==> src/rtl/dac_pkg.sv <==
// Shared definitions for the Wishbone SPI DAC transmitter: register map,
// STATUS/CONTROL bit positions, DAC command-word layout and serializer states.
package dac_pkg;

  localparam logic [7:0] ADDR_STATUS  = 8'h00;
  localparam logic [7:0] ADDR_DATA    = 8'h04;
  localparam logic [7:0] ADDR_CONTROL = 8'h08;
  localparam logic [7:0] ADDR_RATE    = 8'h0C;
  localparam logic [7:0] ADDR_THRESH  = 8'h10;

  localparam int ST_BUSY      = 0;
  localparam int ST_EMPTY     = 1;
  localparam int ST_FULL      = 2;
  localparam int ST_UNDERRUN  = 3;
  localparam int ST_OVERFLOW  = 4;
  localparam int ST_LATE      = 5;
  localparam int ST_LEVEL_LSB = 8;

  localparam int CTL_ENABLE    = 0;
  localparam int CTL_GAIN2X    = 1;
  localparam int CTL_CLR_FLAGS = 2;
  localparam int CTL_FLUSH     = 3;

  // MCP4921 command nibble: channel A, unbuffered, gain select (active low), active.
  localparam int FRAME_AB     = 15;
  localparam int FRAME_BUF    = 14;
  localparam int FRAME_GA_N   = 13;
  localparam int FRAME_SHDN_N = 12;

  localparam int SAMPLE_W   = 12;
  localparam int LEVEL_W    = 5;
  localparam int THRESH_RST = 4;

  typedef enum logic [2:0] {
    IDLE,
    LOAD,
    SETUP,
    SHIFT,
    HOLD,
    LATCH
  } dac_state_t;

  function automatic logic [15:0] build_frame(input logic [SAMPLE_W-1:0] sample,
                                              input logic gain2x);
    logic [15:0] f;
    f               = '0;
    f[FRAME_AB]     = 1'b0;
    f[FRAME_BUF]    = 1'b0;
    f[FRAME_GA_N]   = ~gain2x;
    f[FRAME_SHDN_N] = 1'b1;
    f[SAMPLE_W-1:0] = sample;
    return f;
  endfunction

endpackage

==> src/rtl/dac_sample_fifo.sv <==
// Synchronous sample FIFO with occupancy level. A push while full is dropped
// even if a pop happens in the same cycle; a pop while empty is ignored.
module dac_sample_fifo #(
  parameter int DEPTH = 16,
  parameter int WIDTH = 12,
  localparam int AW = $clog2(DEPTH),
  localparam int LW = AW + 1
) (
  input  logic             clk,
  input  logic             reset,
  input  logic             flush,
  input  logic             push,
  input  logic [WIDTH-1:0] din,
  input  logic             pop,
  output logic [WIDTH-1:0] dout,
  output logic [LW-1:0]    level,
  output logic             full,
  output logic             empty
);

  logic [WIDTH-1:0] mem [DEPTH];
  logic [AW-1:0]    wr_ptr;
  logic [AW-1:0]    rd_ptr;
  logic [LW-1:0]    count;
  logic             push_ok;
  logic             pop_ok;

  assign full    = (count == LW'(DEPTH));
  assign empty   = (count == '0);
  assign level   = count;
  assign push_ok = push & ~full;
  assign pop_ok  = pop & ~empty;
  assign dout    = mem[rd_ptr];

  // NOTE: storage has no reset; only pointers and count define validity, so
  // the array can map onto plain RAM/register-file resources.
  always_ff @(posedge clk) begin
    if (push_ok) mem[wr_ptr] <= din;
  end

  // NOTE: sequential state uses non-blocking assignments so every register
  // samples pre-edge values regardless of statement order.
  always_ff @(posedge clk) begin
    if (reset || flush) begin
      wr_ptr <= '0;
      rd_ptr <= '0;
      count  <= '0;
    end else begin
      if (push_ok) wr_ptr <= wr_ptr + AW'(1);
      if (pop_ok)  rd_ptr <= rd_ptr + AW'(1);
      count <= count + LW'(push_ok) - LW'(pop_ok);
    end
  end

endmodule

==> src/rtl/wb_dac_tx.sv <==
// Wishbone slave buffering 12-bit samples and streaming them to an MCP4921-style
// SPI DAC at a programmable rate. Define DAC_FIFO_IRQ_EN for the low-water irq.
module wb_dac_tx
  import dac_pkg::*;
#(
  parameter int FIFO_DEPTH = 16,
  parameter int CLK_DIV    = 4,
  parameter int RATE_RST   = 1000
) (
  input  logic        clk,
  input  logic        reset,
  input  logic        wb_stb_i,
  input  logic        wb_cyc_i,
  output logic        wb_ack_o,
  input  logic        wb_we_i,
  input  logic [31:0] wb_adr_i,
  input  logic [3:0]  wb_sel_i,
  input  logic [31:0] wb_dat_i,
  output logic [31:0] wb_dat_o,
  output logic        dac_cs_n,
  output logic        dac_sclk,
  output logic        dac_sdi,
  output logic        dac_ldac_n,
  output logic        busy,
  output logic        irq
);

  localparam int LW    = $clog2(FIFO_DEPTH) + 1;
  localparam int DIV_W = (CLK_DIV > 1) ? $clog2(CLK_DIV) : 1;

  logic ack_r, access, wr_en;
  logic [7:0]  adr;
  logic [31:0] dat_r, rd_data;
  logic wr_data, wr_ctrl, clr_flags, flush;

  logic        enable, gain2x;
  logic [15:0] rate, eff_rate, rate_cnt;
  logic        tick;
  logic        underrun, overflow, late;

  logic [SAMPLE_W-1:0] fifo_dout, last_sample, sample;
  logic [LW-1:0]       fifo_level;
  logic [LEVEL_W-1:0]  level5;
  logic                fifo_full, fifo_empty, pop;

  dac_state_t state, state_nxt;
  logic [DIV_W-1:0] div_cnt;
  logic             div_last, sclk_hi;
  logic [3:0]       bit_cnt;
  logic [15:0]      shreg;

  logic unused_ok;
  assign unused_ok = ^{wb_sel_i, wb_adr_i[31:8], wb_dat_i[31:16]};

  // Wishbone: one wait state, side effects on the edge where ack_r sets.
  assign adr       = wb_adr_i[7:0];
  assign access    = wb_stb_i & wb_cyc_i & ~ack_r;
  assign wr_en     = access & wb_we_i;
  assign wr_data   = wr_en & (adr == ADDR_DATA);
  assign wr_ctrl   = wr_en & (adr == ADDR_CONTROL);
  assign clr_flags = wr_ctrl & wb_dat_i[CTL_CLR_FLAGS];
  assign flush     = wr_ctrl & wb_dat_i[CTL_FLUSH];
  assign wb_ack_o  = wb_stb_i & wb_cyc_i & ack_r;
  assign wb_dat_o  = wb_ack_o ? dat_r : '0;

  always_ff @(posedge clk) begin
    if (reset) begin
      ack_r <= 1'b0;
      dat_r <= '0;
    end else begin
      ack_r <= access;
      if (access) dat_r <= wb_we_i ? '0 : rd_data;
    end
  end

  always_ff @(posedge clk) begin
    if (reset) begin
      enable <= 1'b0;
      gain2x <= 1'b0;
      rate   <= 16'(RATE_RST);
    end else begin
      if (wr_ctrl) begin
        enable <= wb_dat_i[CTL_ENABLE];
        gain2x <= wb_dat_i[CTL_GAIN2X];
      end
      if (wr_en && adr == ADDR_RATE) rate <= wb_dat_i[15:0];
    end
  end

`ifdef DAC_FIFO_IRQ_EN
  logic [LEVEL_W-1:0] thresh;
  logic               irq_r;

  always_ff @(posedge clk) begin
    if (reset) begin
      thresh <= LEVEL_W'(THRESH_RST);
      irq_r  <= 1'b0;
    end else begin
      if (wr_en && adr == ADDR_THRESH) thresh <= wb_dat_i[LEVEL_W-1:0];
      irq_r <= enable & (level5 <= thresh);
    end
  end

  assign irq = irq_r;
`else
  assign irq = 1'b0;
`endif

  // NOTE: every always_comb output gets a default first so no path leaves it
  // unassigned, which would otherwise infer a latch.
  always_comb begin
    rd_data = '0;
    case (adr)
      ADDR_STATUS: begin
        rd_data[ST_BUSY]                      = busy;
        rd_data[ST_EMPTY]                     = fifo_empty;
        rd_data[ST_FULL]                      = fifo_full;
        rd_data[ST_UNDERRUN]                  = underrun;
        rd_data[ST_OVERFLOW]                  = overflow;
        rd_data[ST_LATE]                      = late;
        rd_data[ST_LEVEL_LSB +: LEVEL_W]      = level5;
      end
      ADDR_CONTROL: begin
        rd_data[CTL_ENABLE] = enable;
        rd_data[CTL_GAIN2X] = gain2x;
      end
      ADDR_RATE: rd_data[15:0] = rate;
`ifdef DAC_FIFO_IRQ_EN
      ADDR_THRESH: rd_data[LEVEL_W-1:0] = thresh;
`endif
      default: ;
    endcase
  end

  dac_sample_fifo #(
    .DEPTH(FIFO_DEPTH),
    .WIDTH(SAMPLE_W)
  ) u_fifo (
    .clk   (clk),
    .reset (reset),
    .flush (flush),
    .push  (wr_data),
    .din   (wb_dat_i[SAMPLE_W-1:0]),
    .pop   (pop),
    .dout  (fifo_dout),
    .level (fifo_level),
    .full  (fifo_full),
    .empty (fifo_empty)
  );

  assign level5 = LEVEL_W'(fifo_level);
  assign sample = fifo_empty ? last_sample : fifo_dout;

  // Sample-rate tick: RATE of 0 behaves as 1, counter parks at reload when disabled.
  assign eff_rate = (rate == '0) ? 16'd1 : rate;
  assign tick     = enable & (rate_cnt == '0);

  always_ff @(posedge clk) begin
    if (reset) begin
      rate_cnt <= '0;
    end else if (!enable || rate_cnt == '0) begin
      rate_cnt <= eff_rate - 16'd1;
    end else begin
      rate_cnt <= rate_cnt - 16'd1;
    end
  end

  // Sticky flags: a set in the same cycle as clr_flags wins.
  always_ff @(posedge clk) begin
    if (reset) begin
      underrun    <= 1'b0;
      overflow    <= 1'b0;
      late        <= 1'b0;
      last_sample <= '0;
    end else begin
      underrun <= (pop & fifo_empty) | (underrun & ~clr_flags);
      overflow <= (wr_data & fifo_full) | (overflow & ~clr_flags);
      late     <= (tick & busy) | (late & ~clr_flags);
      if (pop && !fifo_empty) last_sample <= fifo_dout;
    end
  end

  assign div_last = (div_cnt == DIV_W'(CLK_DIV - 1));

  always_ff @(posedge clk) begin
    if (reset) state <= IDLE;
    else       state <= state_nxt;
  end

  always_comb begin
    state_nxt = state;
    case (state)
      IDLE:  if (tick) state_nxt = LOAD;
      LOAD:  state_nxt = SETUP;
      SETUP: if (div_last) state_nxt = SHIFT;
      SHIFT: if (div_last && !sclk_hi && bit_cnt == 4'd15) state_nxt = HOLD;
      HOLD:  if (div_last) state_nxt = LATCH;
      LATCH: if (div_last) state_nxt = IDLE;
      default: state_nxt = IDLE;
    endcase
  end

  always_comb begin
    dac_cs_n   = 1'b1;
    dac_sclk   = 1'b0;
    dac_sdi    = 1'b0;
    dac_ldac_n = 1'b1;
    busy       = 1'b1;
    pop        = 1'b0;
    case (state)
      IDLE: busy = 1'b0;
      LOAD: begin
        dac_cs_n = 1'b0;
        pop      = 1'b1;
      end
      SETUP, HOLD: begin
        dac_cs_n = 1'b0;
        dac_sdi  = shreg[15];
      end
      SHIFT: begin
        dac_cs_n = 1'b0;
        dac_sclk = sclk_hi;
        dac_sdi  = shreg[15];
      end
      LATCH: dac_ldac_n = 1'b0;
      default: busy = 1'b0;
    endcase
  end

  // Each SHIFT period is CLK_DIV high then CLK_DIV low; data moves on the fall.
  always_ff @(posedge clk) begin
    if (reset) begin
      div_cnt <= '0;
      bit_cnt <= '0;
      sclk_hi <= 1'b0;
      shreg   <= '0;
    end else begin
      div_cnt <= (state == IDLE || state == LOAD || div_last) ? '0 : div_cnt + DIV_W'(1);
      case (state)
        LOAD: begin
          shreg   <= build_frame(sample, gain2x);
          bit_cnt <= '0;
          sclk_hi <= 1'b0;
        end
        SETUP: if (div_last) sclk_hi <= 1'b1;
        SHIFT: begin
          if (div_last) begin
            if (sclk_hi) begin
              sclk_hi <= 1'b0;
              if (bit_cnt != 4'd15) shreg <= {shreg[14:0], 1'b0};
            end else begin
              sclk_hi <= 1'b1;
              bit_cnt <= bit_cnt + 4'd1;
            end
          end
        end
        default: ;
      endcase
    end
  end

endmodule

==> config.mk <==
export PLATFORM = sky130hd
export DESIGN_NAME = wb_dac_tx
export DESIGN_NICKNAME = d
export VERILOG_FILES = /design/src/rtl/dac_pkg.sv /design/src/rtl/dac_sample_fifo.sv /design/src/rtl/wb_dac_tx.sv
export SDC_FILE = /design/constraint.sdc
export NUM_CORES = 1
export LEC_CHECK = 0
export ABC_AREA = 0
export CAP_MARGIN = 20
export CELL_PAD_IN_SITES_DETAIL_PLACEMENT = 0
export CELL_PAD_IN_SITES_GLOBAL_PLACEMENT = 1
export CORE_UTILIZATION = 40
export CTS_BUF_LIST = sky130_fd_sc_hd__clkbuf_4 sky130_fd_sc_hd__clkbuf_8
export CTS_CLUSTER_DIAMETER = 60
export CTS_CLUSTER_SIZE = 28
export DETAILED_ROUTE_END_ITERATION = 10
export GPL_TIMING_DRIVEN = 0
export PLACE_DENSITY_LB_ADDON = 0.1
export SLEW_MARGIN = 5
export SYNTH_ARGS = -nofsm -noshare
export SYNTH_HDL_FRONTEND = slang
export SYNTH_SLANG_ARGS = --single-unit
==> constraint.sdc <==
create_clock -name clk -period 3.98 [get_ports clk]
set_input_delay 1.194 -clock clk [delete_from_list [all_inputs] [get_ports clk]]
set_output_delay 1.194 -clock clk [all_outputs]
set_load 0.005 [all_outputs]
* After elaboration in Yosys (flattened, before gate mapping)
Memory sizes are Yosys's and may differ from the RTL's. A register that Yosys moved wholly into a read port is not among the register bits.
Cells that the tools add are included.
** Word-level totals
- Register bits after elaboration :: 121
- Bits in writable memories :: 192
- Output and inout bits :: 39
- Memories :: 1
- Logic and storage cells :: 136
** Operators by class
- Reductions and logical operators :: 26
- Bitwise logic cells :: 25
- Mux-type cells :: 37
- Add/sub/neg operators :: 8
- Eq/ne operators :: 21
** Memory list
- u_fifo.mem :: depth 16, bits a word 12, rd ports 1, clocked after memory_dff 1, wr ports 1, line dac_sample_fifo.sv:21 : logic [WIDTH-1:0] mem [DEPTH];
** Operators by type and width (number)
- $mux 16 :: 6
- $logic_not 16->1 :: 2
- $mux 32 :: 1
- $pmux 16 s2 :: 1
- $sub 16x1->16 const B :: 2
- $mux 3 :: 6
- $ne 2x2->1 const B :: 9
- $pmux 3 s6 :: 1
- $and 1x1->1 :: 17
- $eq 8x4->1 const B :: 2
- $mux 4 :: 4
- $pmux 4 s2 :: 2
- $add 4x1->4 const B :: 3
- $mux 12 :: 1
- $mux 1 :: 11
- $pmux 5 s2 :: 1
- $eq 8x3->1 const B :: 1
- $logic_not 8->1 :: 1
- $eq 3x2->1 const B :: 2
- $eq 3x3->1 const B :: 2
- $pmux 2 s3 :: 1
- $reduce_and 3->1 :: 2
- $add 5x1->5 :: 1
- $eq 5x5->1 const B :: 1
- other kinds (23) :: 37

* Longest topological paths before layout
Gate-level depths: netlist (run 1).
- Word-level depth :: 8
- Depth in mapped cells :: 17
- Gate-level depth less buffers :: 15

* Modules after synthesis
A second synthesis (run 1) with hierarchy kept.
** Second synthesis, totals
- Cell total of the unflattened synthesis :: 965
- Area, all modules :: 12811.0 sq um
** Modules (own cells, without submodules)
- dac_sample_fifo :: area each 8200.4 sq um, cells an instance 406, times used 1
- wb_dac_tx :: area each 4610.7 sq um, cells an instance 559, times used 1

* Worst setup path before layout (run 1)
Ideal clock, no wire load.
- Path type :: input to register
- From :: in wb_adr_i[1]
- To :: mem u_fifo.mem[0][0] (enable)
- Slack :: -0.148 ns
- Arrival time :: 3.732 ns
- Setup time :: 0.396 ns
- Data required time :: 3.584 ns
- Path buffers :: 1
- Stages on the path :: 6
- Cells stage by stage :: or4_1 > or4_1 > buf_2 > nor4b_4 > nand2_1 > nor3_1
** On the way
- Word-level cells in the longest chain between the ends :: 5
** Ends and longest elaborated chain
- from (decl) :: line wb_dac_tx.sv:16 : input logic [31:0] wb_adr_i,
- $eq 8x3->1 :: line wb_dac_tx.sv:59 : assign wr_data = wr_en & (adr == ADDR_DATA);
- $and 1x1->1 :: line wb_dac_tx.sv:59
- $and 1x1->1 :: line dac_sample_fifo.sv:31 : assign push_ok = push & ~full;
- via u_fifo.push_ok :: line dac_sample_fifo.sv:25 : logic push_ok;
- $mux 1 :: line dac_sample_fifo.sv:38 : if (push_ok) mem[wr_ptr] <= din;
- $mux 1 (not written as such) :: line dac_sample_fifo.sv:38
- to (decl) :: line dac_sample_fifo.sv:21
The timed path passes the listed nets, and every way through them passes these cells.

* Final worst setup path (run 1)
- From :: in wb_stb_i
- To :: out wb_dat_o[1]
** On the way
- Word-level cells in the longest chain between the ends :: 3
** Ends and longest elaborated chain
- from (decl) :: line wb_dac_tx.sv:12 : input logic wb_stb_i,
- $and 1x1->1 (2 in series) :: line wb_dac_tx.sv:63 : assign wb_ack_o = wb_stb_i & wb_cyc_i & ack_r;
- $mux 32 :: line wb_dac_tx.sv:64 : assign wb_dat_o = wb_ack_o ? dat_r : '0;
- to (decl) :: line wb_dac_tx.sv:19 : output logic [31:0] wb_dat_o,
Every way passes these cells.

==> results.md, run 1 <==
Setup path:
- The worst-path cell with the longest stage delay is sky130_fd_sc_hd__clkdlybuf4s50_1.
- The critical path class is in2out.
- Traced cell by cell, the critical path runs through clkdlybuf4s50_1, and3_4, and2_1, clkdlybuf4s50_1.
- For flop-to-flop paths, the worst setup slack is 0.34 ns.
- The startpoint identified for the worst register-to-register timing path is rate_cnt[6]$_SDFF_PP0_.
- Data on the critical path is required at its endpoint by 2.79 ns.
- Data on the critical path arrives at its endpoint at 2.60 ns.
- The peak per-stage delay on the critical path is 0.50 ns.
- The worst setup path is launched from an input pin.
- The highest net fanout along the worst path is 17.
- STA classifies the critical path endpoint as a primary output.
- Tracing the worst setup path back leads to its startpoint at wb_stb_i.
- The cell repeated most along the worst path is sky130_fd_sc_hd__clkdlybuf4s50_1.

Timing:
- The number of setup violations in the final report is 0.
- The clock period minus final worst setup slack is 3.796 ns.
- For the pin with the worst max-slew slack, the measured transition is 1.045 ns.
- The final worst slack is 0.1841 ns.
- The highest achievable clock rate is 0.2634 GHz.
- The final number of max-transition violations is 0.
- The count of final hold-check violations is 0.
- Measured against its own limit, the worst slew margin works out to 0.3037.
- The worst hold slack across all endpoints is 0.4486 ns.
- The maximum clock skew at final layout is 0.04520 ns.
- The final clock period utilization by the worst path is 0.9537.

Place:
- The setup slack after placement is -0.8173 ns.
- The global placement routability congestion is 0.8085.
- Once placement completed, the tool counted placed cells totaling 1389.
- The number of port buffers is 48.
- Summed over all nets, the half-perimeter wirelength after detailed placement is 20970 um.

Floorplan:
- The die is 178.9 um tall.
- The region available for standard cell placement spans 30670 sq um.
- The count of pins on the block boundary is 112.
- The standard-cell row count is 64.
- The initial core utilization is 0.4080.
- The floorplan step defined a die boundary enclosing 32000 sq um.
- The horizontal die dimension is 178.9 um.

Synth:
- The synthesized design spends more area on one cell type than any other, namely sky130_fd_sc_hd__edfxtp_1.
- In this run, synthesis inferred 192 flip-flops with an integrated enable.
- The number of synthesized register bits is 301.
- The leading register cell type out of synthesis is sky130_fd_sc_hd__edfxtp_1.
- Summing every instance area after synthesis gives 12510 sq um.
- By area the synthesized netlist is led by sky130_fd_sc_hd__edfxtp_1 (46%), sky130_fd_sc_hd__dfxtp_1 (17%), sky130_fd_sc_hd__mux4_2 (11%).
- Of the post-synthesis cell area, the dominant cell type holds 0.4607.
- In the post-synthesis netlist, the cell with the most instances is sky130_fd_sc_hd__edfxtp_1.
- The mean instance size in the synthesized netlist is 13.71 sq um.
- Ranked by instance count, the synthesized netlist is headed by sky130_fd_sc_hd__edfxtp_1 (192), sky130_fd_sc_hd__dfxtp_1 (109), sky130_fd_sc_hd__nand2_1 (92), sky130_fd_sc_hd__nor2_1 (83).
- The cell count after synthesis is 913.
- The fraction of synthesis flops using an asynchronous set or reset pin is 0.
- The netlist uses 59 different library cells.
- Of the synthesized area, sequential elements account for 0.6351.
- The number of synthesis warnings is 0.

Detailed routing:
- After detailed routing, no signal wire sits above met4.
- The first-pass iteration count of the detailed router is 5.
- The DRC violation total after the first TritonRoute iteration is 588.
- The routed metal-1 wire length is 13310 um.
- The total wirelength of the detailed-routed design is 29520 um.
- The routed design uses 14660 um of met2 wire.
- The routed layout has 7612 vias.
- The average wire per cell in the routed design is 20.54 um.
- Wire segments on met3 add up to 928 um in the final route.
- After detailed routing, the number of remaining DRC violations is 0.
- After detailed routing, the number of vias per cell comes to 5.297.
- The post-route antenna net violation count is 0.

CTS:
- After clock tree synthesis, the clock-pin slew on the worst setup and hold paths is 0.10 ns.
- The cts-stage hold buffer count is 0.
- The clock reaches the later pin of the worst-skew pair after 0.61 ns.
- The maximum root-to-sink buffer count is 3.
- Buffers inserted during clock tree synthesis total 25.
- The clock drives 301 sinks.
- The H-tree depth is 1.
- The tree is rooted in a sky130_fd_sc_hd__clkbuf_8.
- The clock tree from TritonCTS is built.

Power:
- Across the VDD grid, the largest voltage drop is 322.8 uV.
- After layout, the design draws a total of 0.005599 W.
- In this run the static leakage power is 4.781 nW.
- The power density of the placed cells is 388.3 nW/um^2.

Global routing:
- The wire length of the first global-routing pass is 45470 um.
- The number of antenna violations at the first check in global routing was 0.
- Entering global routing, the biggest net connects 25 pins.
- The combined global-route utilization of all metal layers is 0.1914.
- The total overflow left after global routing is 0.
- The number of global-route vias before repair came to 7566.

Worst hold path:
- The worst hold path belongs to the class reg2reg.
- The beginning of the worst hold path is div_cnt[0]$_SDFF_PP0_.

Final layout:
- 0 antenna diodes ended up in the layout.
- The synthesis-to-finish area growth is 15.21%.
- The post-route core utilization is 0.4701.
- After filler insertion, the fill cell instance count of the layout stands at 2790.
- The count of cells in the finished layout, fillers not included, comes to 1437.
- The number of nets at the end of the flow is 1110.
- In the final layout, the share of cells above drive strength 1 is 0.1758.

Job:
- The number of max-cap violations is 0.

Run status:
- The run finished with clean final reports.
[cell families (layout without fill, tap and decap cells)]
family	count (synthesis)	count (layout)	synth area share
flip-flops	301	301	0.6351
other	1	17	0.0002997
AO/OA/AOI/OAI	129	129	0.06689
AND/OR/NAND/NOR	274	274	0.1081
XOR/XNOR	25	25	0.01750
buffers and inverters	90	202	0.03379
adder cells (fa/ha/maj)	15	15	0.01560
multiplexers	78	78	0.1228
[worst max-delay path, delay by kind of cell]
kind          cells  cell delay, ns
simple gates      2            0.43
buf+inv           2            0.97
[stage by stage]
| step | setup TNS [ns] | instance area [sq um] |
|---|---|---|
| detailed placement | -127.78 | 13700 |
| finish | 0 | 14420 |
| CTS | 0 | 14390 |
| global placement | -213.33 | 13570 |
| floorplan | 0 | 12590 |
| global route | -0.005060 | 14420 |
[routing by layer]
metal,vias up,global-route usage
li1,3625,-
met1,3808,0.2619
met2,144,0.3261
met3,35,0.02099
met4,0,0.04379
met5,-,0
[cell type report]
| class | instances | area (sq um) | share of cell area |
|---|---|---|---|
| flip-flops and latches | 301 | 7948 | 0.5512 |
| multi-input cells | 538 | 4258 | 0.2953 |
| repair buffers | 70 | 649.4 | 0.04504 |
| well taps | 396 | 495.5 | 0.03437 |
| clock buffers | 28 | 379.1 | 0.02630 |
| plain buffers | 67 | 336.6 | 0.02334 |
| clock inverters | 18 | 279.0 | 0.01935 |
| inverters | 19 | 72.57 | 0.005033 |
[registers in the layout (all words and copies together), names as in the netlist, named ones only]
name / count
u_fifo.mem: 192
dat_r: 16
rate: 16
rate_cnt: 16
shreg: 16
last_sample: 12
u_fifo.level: 5
bit_cnt: 4
u_fifo.rd_ptr: 4
u_fifo.wr_ptr: 4
state: 3
div_cnt: 2
ack_r: 1
enable: 1
gain2x: 1
late: 1
overflow: 1
sclk_hi: 1
underrun: 1
[cells in the final DEF (no fill, tap or decap), types with 14 or more instances in the layout]
cell type	count
sky130_fd_sc_hd__dfxtp_1	109
sky130_fd_sc_hd__nor2_1	80
sky130_fd_sc_hd__edfxtp_1	192
sky130_fd_sc_hd__buf_4	41
sky130_fd_sc_hd__a21oi_1	60
sky130_fd_sc_hd__nand2_1	91
sky130_fd_sc_hd__ha_1	14
sky130_fd_sc_hd__conb_1	17
sky130_fd_sc_hd__mux4_2	60
sky130_fd_sc_hd__clkdlybuf4s50_1	48
sky130_fd_sc_hd__mux2i_1	14
sky130_fd_sc_hd__xor2_1	16
sky130_fd_sc_hd__and2_1	18
sky130_fd_sc_hd__clkbuf_1	33
sky130_fd_sc_hd__clkbuf_8	27
sky130_fd_sc_hd__inv_1	18
sky130_fd_sc_hd__a22oi_1	23
[repair_timing]
item                                    CTS  global route
resized for setup                         9             3
pin swaps                                 1             1
buffers inserted                          2             4
endpoints found under the setup margin   99            17
[power by group]
group / leakage [nW] / internal (W) / switching [W] / total (W)
logic: 1.85 / 0.0000478 / 0.0000836 / 0.000131
clock network: 0.330 / 0.000935 / 0.00121 / 0.00215
registers: 2.61 / 0.00332 / 0.00000515 / 0.00332
total: 4.78 / 0.00430 / 0.00130 / 0.00560
[path summary, 6_finish.rpt]
path,to,cells after the start
min,div_cnt[0]$_SDFF_PP0_,1
max,wb_dat_o[1],4
max reg2reg,rate_cnt[8]$_SDFF_PP0_,11
min reg2reg,div_cnt[0]$_SDFF_PP0_,1
Power figures use the tool's default switching activity.
==> run 2: changes to the inputs <==
CORE_MARGIN = 2   (was unset)
==> results.md, run 2 (synthesis results as in run 1) <==
Detailed routing:
- The via count came to 7601 (-0.14%).
- The average wire per cell in the routed design is 20.46 um (-0.41%).
- The via density per instance is 5.246 (-0.97%).
- The total wirelength of the detailed-routed design was 29640 um (+0.42%).
- The DRC violation total after the first TritonRoute iteration is 497 (-15%).
- The DRC violation count after routing is 0 (unchanged).
- The post-route antenna net violation count is 0 (unchanged).
- The first-pass iteration count of the detailed router is 5 (unchanged).

Timing:
- The count of final hold-check violations was 0 (unchanged).
- The final number of max-transition violations is 0 (unchanged).
- The final worst slack is 0.1796 ns (-0.004569 ns).
- The actual slew at the worst max-slew pin is 1.031 ns (-0.01323 ns).
- The clock period minus final worst setup slack is 3.800 ns (+0.004569 ns).
- Setup repair after global routing left no endpoint under its margin.
- The final clock period utilization by the worst path is 0.9549 (+0.001148).
- The final total negative setup slack is 0 ns (unchanged).
- The tightest slew margin relative to the limit came to 0.3028 (-0.0008660).
- The highest achievable clock rate is 0.2631 GHz (-0.12%).
- The maximum clock skew at final layout is 0.05328 ns (+0.008080 ns).
- The number of setup violations in the final report is 0 (unchanged).

Setup path:
- The launch point of the critical path is wb_stb_i.
- The worst register-to-register path begins at u_fifo.level[2]$_SDFF_PP0_.
- The buffers plus inverters on the worst setup path is 2 (unchanged).
- The critical path class is in2out.
- The arrival time reported for the critical path endpoint is 2.61 ns (about the same).
- The reg2reg setup slack is 0.37 ns (+0.03 ns).
- The length in cells of the worst reg-to-reg path came to 17 (+6).
- The worst setup path is captured at a primary output.
- The cell repeated most along the worst path is sky130_fd_sc_hd__clkdlybuf4s50_1.
- The highest net fanout along the worst path is 17 (unchanged).
- The required time at the worst-slack endpoint came to 2.79 ns (about the same).
- Walking the worst path, the cells encountered are clkdlybuf4s50_1, and3_4, and2_1, clkdlybuf4s50_1.
- The endpoint identified for the worst register-to-register timing path is u_fifo.level[4]$_SDFF_PP0_.
- Grouping stages by cell kind, the critical path spends the most delay in buffers and inverters.
- The peak per-stage delay on the critical path was 0.50 ns (about the same).
- Among all stages on the critical path, the largest delay is contributed by sky130_fd_sc_hd__clkdlybuf4s50_1.
- The type of origin of the critical path is an input pin.

Final layout:
- Relative to the synthesized area, the layout overhead comes to 15.37%.
- The leading cell type in the layout, fill and taps excluded is sky130_fd_sc_hd__edfxtp_1.
- The flip-flop count of the largest register, all copies and words added is 192 (unchanged).
- Leaving out fill and tap cells, the most frequent cells in the layout are sky130_fd_sc_hd__edfxtp_1 (192), sky130_fd_sc_hd__dfxtp_1 (109), sky130_fd_sc_hd__nand2_1 (91).
- The register with the most flip-flops in the final layout is u_fifo.mem.
- The number of diodes added for antenna fixing came to 0 (unchanged).
- The post-route core utilization came to 0.4707 (+0.0006530).
- The final instance area was 14440 sq um (+0.14%).
- The number of nets at the end of the flow came to 1120 (+0.90%).
- The total of fill cells in the finished design came to 2741 (-1.8%).
- The proportion of layout cells with a drive suffix above 1 is 0.1833 (+0.007493).

Power:
- The leakage power total is 4.799 nW (+0.36%).
- The power density of the placed cells is 378.9 nW/um^2 (-2.4%).
- The maximum ir drop on the vdd rail is 309.2 uV (-4.2%).
- The overall power consumption was 0.005470 W (-2.3%).

Global routing:
- The wire length of the first global-routing pass came to 45550 um (+0.16%).
- The number of antenna violations at the first check in global routing is 0 (unchanged).
- The number of global-route vias before repair came to 7602 (+0.48%).
- The combined global-route utilization of all metal layers is 0.1809 (-0.01044).
- The remaining global-route overflow was 0 (unchanged).
- The maximum number of pins on one net before global-route repair is 24 (-4.0%).

Floorplan:
- The floorplan die height is 180.9 um (+1.1%).
- The placeable core area is 30670 sq um (unchanged).
- The standard-cell row count was 64 (unchanged).
- The initial core utilization is 0.4080 (unchanged).
- The count of pins on the block boundary is 112 (unchanged).
- The total die area is 32720 sq um (+2.2%).
- The horizontal die dimension is 180.9 um (+1.1%).

Worst hold path:
- The worst hold path terminates at div_cnt[0]$_SDFF_PP0_.
- In this run the worst hold path is classified as reg2reg.
- The worst hold path stage count is 1 (unchanged).
- The beginning of the worst hold path is div_cnt[0]$_SDFF_PP0_.

CTS:
- The CTS root buffer is sky130_fd_sc_hd__clkbuf_8.
- The clock-pin transition on the worst setup and hold timing paths is 0.09 ns (about the same).
- The clock buffer count from CTS is 27 (+8.0%).
- The clock tree from TritonCTS is built.
- The total number of clock tree sinks came to 301 (unchanged).
- The insertion delay of the later-clocked pin in the worst-skew pair is 0.62 ns (about the same).
- The H-tree depth was 1 (unchanged).
- The maximum root-to-sink buffer count is 3 (unchanged).

Place:
- The setup slack after placement is -0.7972 ns (+0.02012 ns).
- The number of port buffers is 48 (unchanged).
- The global placement routability congestion is 0.7651 (-5.4%).
- The instance area after placement is 13690 sq um (about the same).
- The half-perimeter wire length of the detailed placement result is 20910 um (-0.28%).

Job:
- The number of max-cap violations is 0 (unchanged).

Run status:
- The run finished with clean final reports.
run 2: changes by cell type in the layout (fill, tap and decap cells not counted), sizes merged:
cell and change:
clkinvlp +1, bufinv -3, inv +4, clkdlybuf4s15 -1
buf +8, clkinv +3
run 2: worst max-delay path by stage:
stage,cells after the start,to
after floorplan,12,u_fifo.level[4]$_SDFF_PP0_
after global placement,7,u_fifo.mem[4][11]$_DFFE_PP_
after detailed placement,8,u_fifo.mem[13][6]$_DFFE_PP_
after CTS,17,u_fifo.level[4]$_SDFF_PP0_
after global routing,4,busy
final,4,wb_dat_o[4]
run 2: worst register-to-register path, delay by kind of cell, from the launching register on:
kind	cells	cell delay (ns)
and+or+nand+nor	4	1.22
AOI/OAI and AO/OA	2	0.25
DFF	1	0.35
buffers and inverters	7	0.82
adders and majority gates	4	0.86
run 2: metrics by stage:
step | hold WS [ns] | std cells
finish | 0.4386 | 1449
global route | 0.4792 | 1449
CTS | 0.4468 | 1440
detailed placement | 0.4337 | 1389
global placement | 0.4255 | 1373
floorplan | 0.4053 | 929
run 2: power breakdown:
group / total (W) / leakage (nW) / internal (W) / switching (W)
Combinational: 0.000128 / 1.88 / 0.0000459 / 0.0000820
Sequential: 0.00332 / 2.61 / 0.00332 / 0.00000542
Clock: 0.00202 / 0.314 / 0.000756 / 0.00127
run 2: repair_timing:
action | in CTS | in global routing
resized for setup | 8 | 6
buffers inserted | 2 | 9
endpoints found under the hold margin | 0 | 0
hold buffers | 0 | 0
endpoints found under the setup margin | 98 | 15
pin swaps | 1 | 2
run 2: per-layer routing:
metal  global-route usage  share of wire  vias to the layer above
met5                    0              0                        -
met4              0.04194          0.021                        0
met3              0.02943          0.039                       33
met2               0.3097           0.49                      139
met1               0.2421           0.45                     3798
li1                     -              -                     3631
run 2: cell type report:
class,count,area [sq um],area share
Multi-Input combinational cell,538,4250,0.2944
Timing Repair Buffer,76,701.9,0.04862
Clock buffer,27,371.6,0.02574
Inverter,19,75.07,0.005200
Buffer,69,346.6,0.02401
Sequential cell,301,7948,0.5505
Tap cell,396,495.5,0.03432
Clock inverter,23,249.0,0.01725
==> run 3: changes to the inputs <==
ABC_AREA = 1   (was 0)
CELL_PAD_IN_SITES_GLOBAL_PLACEMENT = 2   (was 1)
CORE_MARGIN = 4   (was 2)
CORE_UTILIZATION = 35   (was 40)
==> results.md, run 3 <==
Run status:
- The run finished with clean final reports.

Timing:
- The count of final hold-check violations is 0 (unchanged).
- The final total negative setup slack is 0 ns (unchanged).
- Setup repair after global routing left no endpoint under its margin.
- The highest achievable clock rate was 0.2594 GHz (-1.4%).
- The actual slew at the worst max-slew pin is 0.9367 ns (-0.09462 ns).
- The tightest slew margin relative to the limit is 0.3749 (+0.07210).
- The final clock period utilization by the worst path is 0.9688 (+0.01387).
- The final number of max-transition violations is 0 (unchanged).
- The clock period minus final worst setup slack is 3.856 ns (+0.05518 ns).
- The maximum clock skew at final layout was 0.05067 ns (-0.002610 ns).
- The number of setup violations in the final report is 0 (unchanged).

Detailed routing:
- The via count is 9708 (+28%).
- The DRC violation total after the first TritonRoute iteration came to 725 (+46%).
- The total wirelength of the detailed-routed design came to 38970 um (+31%).
- The post-route antenna net violation count is 0 (unchanged).
- The via density per instance is 4.986 (-4.9%).
- The first-pass iteration count of the detailed router is 5 (unchanged).
- The DRC violation count after routing is 0 (unchanged).
- The average wire per cell in the routed design is 20.01 um (-2.2%).

Synth:
- The mean instance size in the synthesized netlist was 9.754 sq um (-29%).
- The number of synthesis warnings is 0 (unchanged).
- Ranked by total cell area, the synthesized netlist is headed by sky130_fd_sc_hd__edfxtp_1 (44%), sky130_fd_sc_hd__dfxtp_1 (17%), sky130_fd_sc_hd__nor2_1 (6.4%).
- By instance count, the leading cell after synthesis is sky130_fd_sc_hd__nor2_1.
- Sorting the synthesized cells by how often they occur yields sky130_fd_sc_hd__nor2_1 (223), sky130_fd_sc_hd__edfxtp_1 (192), sky130_fd_sc_hd__nand2_1 (178), sky130_fd_sc_hd__o21ai_0 (129), sky130_fd_sc_hd__inv_1 (114).
- The sequential element share of the synthesized area is 0.6067 (-0.02839).
- The number of synthesized register bits is 301 (unchanged).
- The number of distinct standard cells referenced by the synthesized netlist is 49 (-17%).
- The fraction of synthesis flops using an asynchronous set or reset pin is 0 (unchanged).
- The most area-hungry cell type in the Yosys netlist is sky130_fd_sc_hd__edfxtp_1.
- The leading register cell type out of synthesis is sky130_fd_sc_hd__edfxtp_1.
- The synthesized area was 13100 sq um (+4.7%).
- The cell count after synthesis is 1343 (+47%).
- The number of enable flip-flop cells after synthesis is 192 (unchanged).
- The fraction of post-synthesis cell area in the top cell type by area is 0.4401 (-0.02059).

Final layout:
- The number of diodes added for antenna fixing is 0 (unchanged).
- The total of fill cells in the finished design came to 3727 (+36%).
- The post-route core utilization is 0.4119 (-0.05888).
- The number of nets at the end of the flow came to 1541 (+38%).
- The register with the highest flop count is u_fifo.mem.
- The flip-flop count of the largest register, all copies and words added is 192 (unchanged).
- The leading cell type in the layout, fill and taps excluded is sky130_fd_sc_hd__nor2_1.
- The final instance area came to 15150 sq um (+4.9%).
- In the layout the commonest cells are sky130_fd_sc_hd__nor2_1 (212), sky130_fd_sc_hd__edfxtp_1 (192), sky130_fd_sc_hd__nand2_1 (178).
- The proportion of layout cells with a drive suffix above 1 is 0.1291 (-0.05414).
- The non-filler instance count after layout came to 1947 (+34%).
- From synthesis to final layout, the design area changed by 15.65%.

Global routing:
- The combined global-route utilization of all metal layers was 0.1897 (+0.008752).
- The wire length of the first global-routing pass is 59420 um (+30%).
- The number of global-route vias before repair came to 9581 (+26%).
- The remaining global-route overflow is 0 (unchanged).
- The number of antenna violations at the first check in global routing is 0 (unchanged).
- The maximum number of pins on one net before global-route repair is 19 (-21%).

Power:
- The maximum ir drop on the vdd rail is 221.0 uV (-29%).
- The power density of the placed cells is 493.6 nW/um^2 (+30%).
- The leakage power total came to 5.513 nW (+15%).
- The overall power consumption is 0.007479 W (+37%).
- The sequential fraction of design power is 0.470 (-0.137).
- The total internal power is 0.005087 W (+24%).
- The switching share of total power came to 0.3198 (+0.07253).
- The net switching component of the power is 0.002392 W (+77%).
- The clock network fraction of design power is 0.328 (-0.041).
- The combinational share of power is 0.202 (+0.179).

Worst hold path:
- The worst hold-check path type is reg2reg.
- The worst hold path stage count is 1 (unchanged).

Setup path:
- The arrival time reported for the critical path endpoint came to 2.66 ns (+0.05 ns).
- The length in cells of the worst reg-to-reg path is 20 (+3).
- The worst setup path is launched from an input pin.
- The highest net fanout along the worst path is 10 (-7).
- The worst setup path is of the in2out kind.
- The required time at the worst-slack endpoint is 2.79 ns (about the same).
- The critical path endpoint category is a primary output.

Floorplan:
- The initial core utilization is 0.3561 (-0.05192).
- The total die area is 40590 sq um (+24%).
- The count of pins on the block boundary is 112 (unchanged).
- The horizontal die dimension is 201.5 um (+11%).
- The floorplan die height is 201.5 um (+11%).
- The standard-cell row count was 70 (+9.4%).
- The placeable core area is 36790 sq um (+20%).

Place:
- The global placement routability congestion came to 0.7904 (+3.3%).
- The number of port buffers was 50 (+4.2%).
- The half-perimeter wire length of the detailed placement result is 27720 um (+33%).
- The instance area after placement is 14330 sq um (+4.6%).
- The total placed cells including tap cells was 1884 (+36%).

CTS:
- The insertion delay of the later-clocked pin in the worst-skew pair is 0.56 ns (-0.06 ns).
- The maximum root-to-sink buffer count is 3 (unchanged).
- TritonCTS built the clock tree.
- The clock-pin transition on the worst setup and hold timing paths is 0.07 ns (-0.02 ns).
- The total number of clock tree sinks was 301 (unchanged).
- The clock buffer count from CTS was 35 (+30%).
- CTS placed an instance of sky130_fd_sc_hd__clkbuf_8 at the clock tree root.
- The H-tree depth is 2 (+1).

Job:
- The number of max-cap violations is 0 (unchanged).
-- run 3: cell types whose count changed after synthesis, sizes merged, moves of 57 or more --
cell   before  now
inv        18  128
nor2       83  242
mux4       60    0
nand2      93  193
o21ai       9  143
nand3       5   62
-- run 3: timing repair --
action,in CTS,in global routing
endpoints found under the setup margin,10,10
hold buffers,0,0
buffers inserted,0,0
resized for setup,3,3
-- run 3: final timing paths --
path              slack [ns]                  startpoint                    endpoint
hold / removal          0.43       div_cnt[0]$_SDFF_PP0_       div_cnt[0]$_SDFF_PP0_
setup / recovery        0.12                    wb_cyc_i                wb_dat_o[14]
hold reg to reg         0.43       div_cnt[0]$_SDFF_PP0_       div_cnt[0]$_SDFF_PP0_
setup reg to reg        0.46  u_fifo.level[3]$_SDFF_PP0_  u_fifo.level[4]$_SDFF_PP0_
-- run 3: power groups by stage --
stage,Clock (W),Combinational [W],Sequential (W)
global placement,0,0.00153,0.00358
detailed placement,0,0.00153,0.00358
finish,0.00245,0.00151,0.00351
floorplan,0,0.000978,0.00356
CTS,0.00252,0.00153,0.00351
global route,0.00265,0.00170,0.00353
-- run 3: layout make-up --
type	count	area, sq um	area share
Timing Repair Buffer	57	556.8	0.03675
Tap cell	468	585.6	0.03865
Clock buffer	39	536.8	0.03543
Multi-Input combinational cell	851	4365	0.2881
Buffer	77	402.9	0.02659
Clock inverter	24	267.8	0.01767
Sequential cell	301	7948	0.5246
Inverter	130	488.0	0.03221
-- run 3: cell families (layout without fill, tap and decap cells) --
logic type               after synthesis  count (layout)  synth area share
buffers and inverters                207             327           0.06772
XOR/XNOR                               5               5          0.003343
adder cells (fa/ha/maj)               15              15           0.01490
AND/OR/NAND/NOR                      521             521            0.1769
other                                  1              17         0.0002863
multiplexers                           1               1         0.0008595
flip-flops                           301             301            0.6067
AO/OA/AOI/OAI                        292             292            0.1293
-- run 3: stage by stage --
step           worst slack (ns)  hold slack [ns]
4_1_cts                 0.04814           0.4278
2_1_floorplan            0.7841           0.3974
6_report                 0.1244           0.4262
5_1_grt                 0.01136           0.4730
3_3_place_gp            -0.6323           0.4065
3_5_place_dp            -0.2091           0.4102
-- run 3: critical path: stages --
cell and delay, ns:
sky130_fd_sc_hd__clkdlybuf4s50_1 0.53, sky130_fd_sc_hd__nand3_4 0.12, sky130_fd_sc_hd__buf_4 0.20, sky130_fd_sc_hd__nor2_1 0.09, sky130_fd_sc_hd__clkdlybuf4s50_1 0.53
-- run 3: layer usage --
layer	part of all wire	track usage
met1	0.51	0.2871
met3	0.038	0.02498
met4	0.016	0.03735
met2	0.44	0.2937
met5	0	0
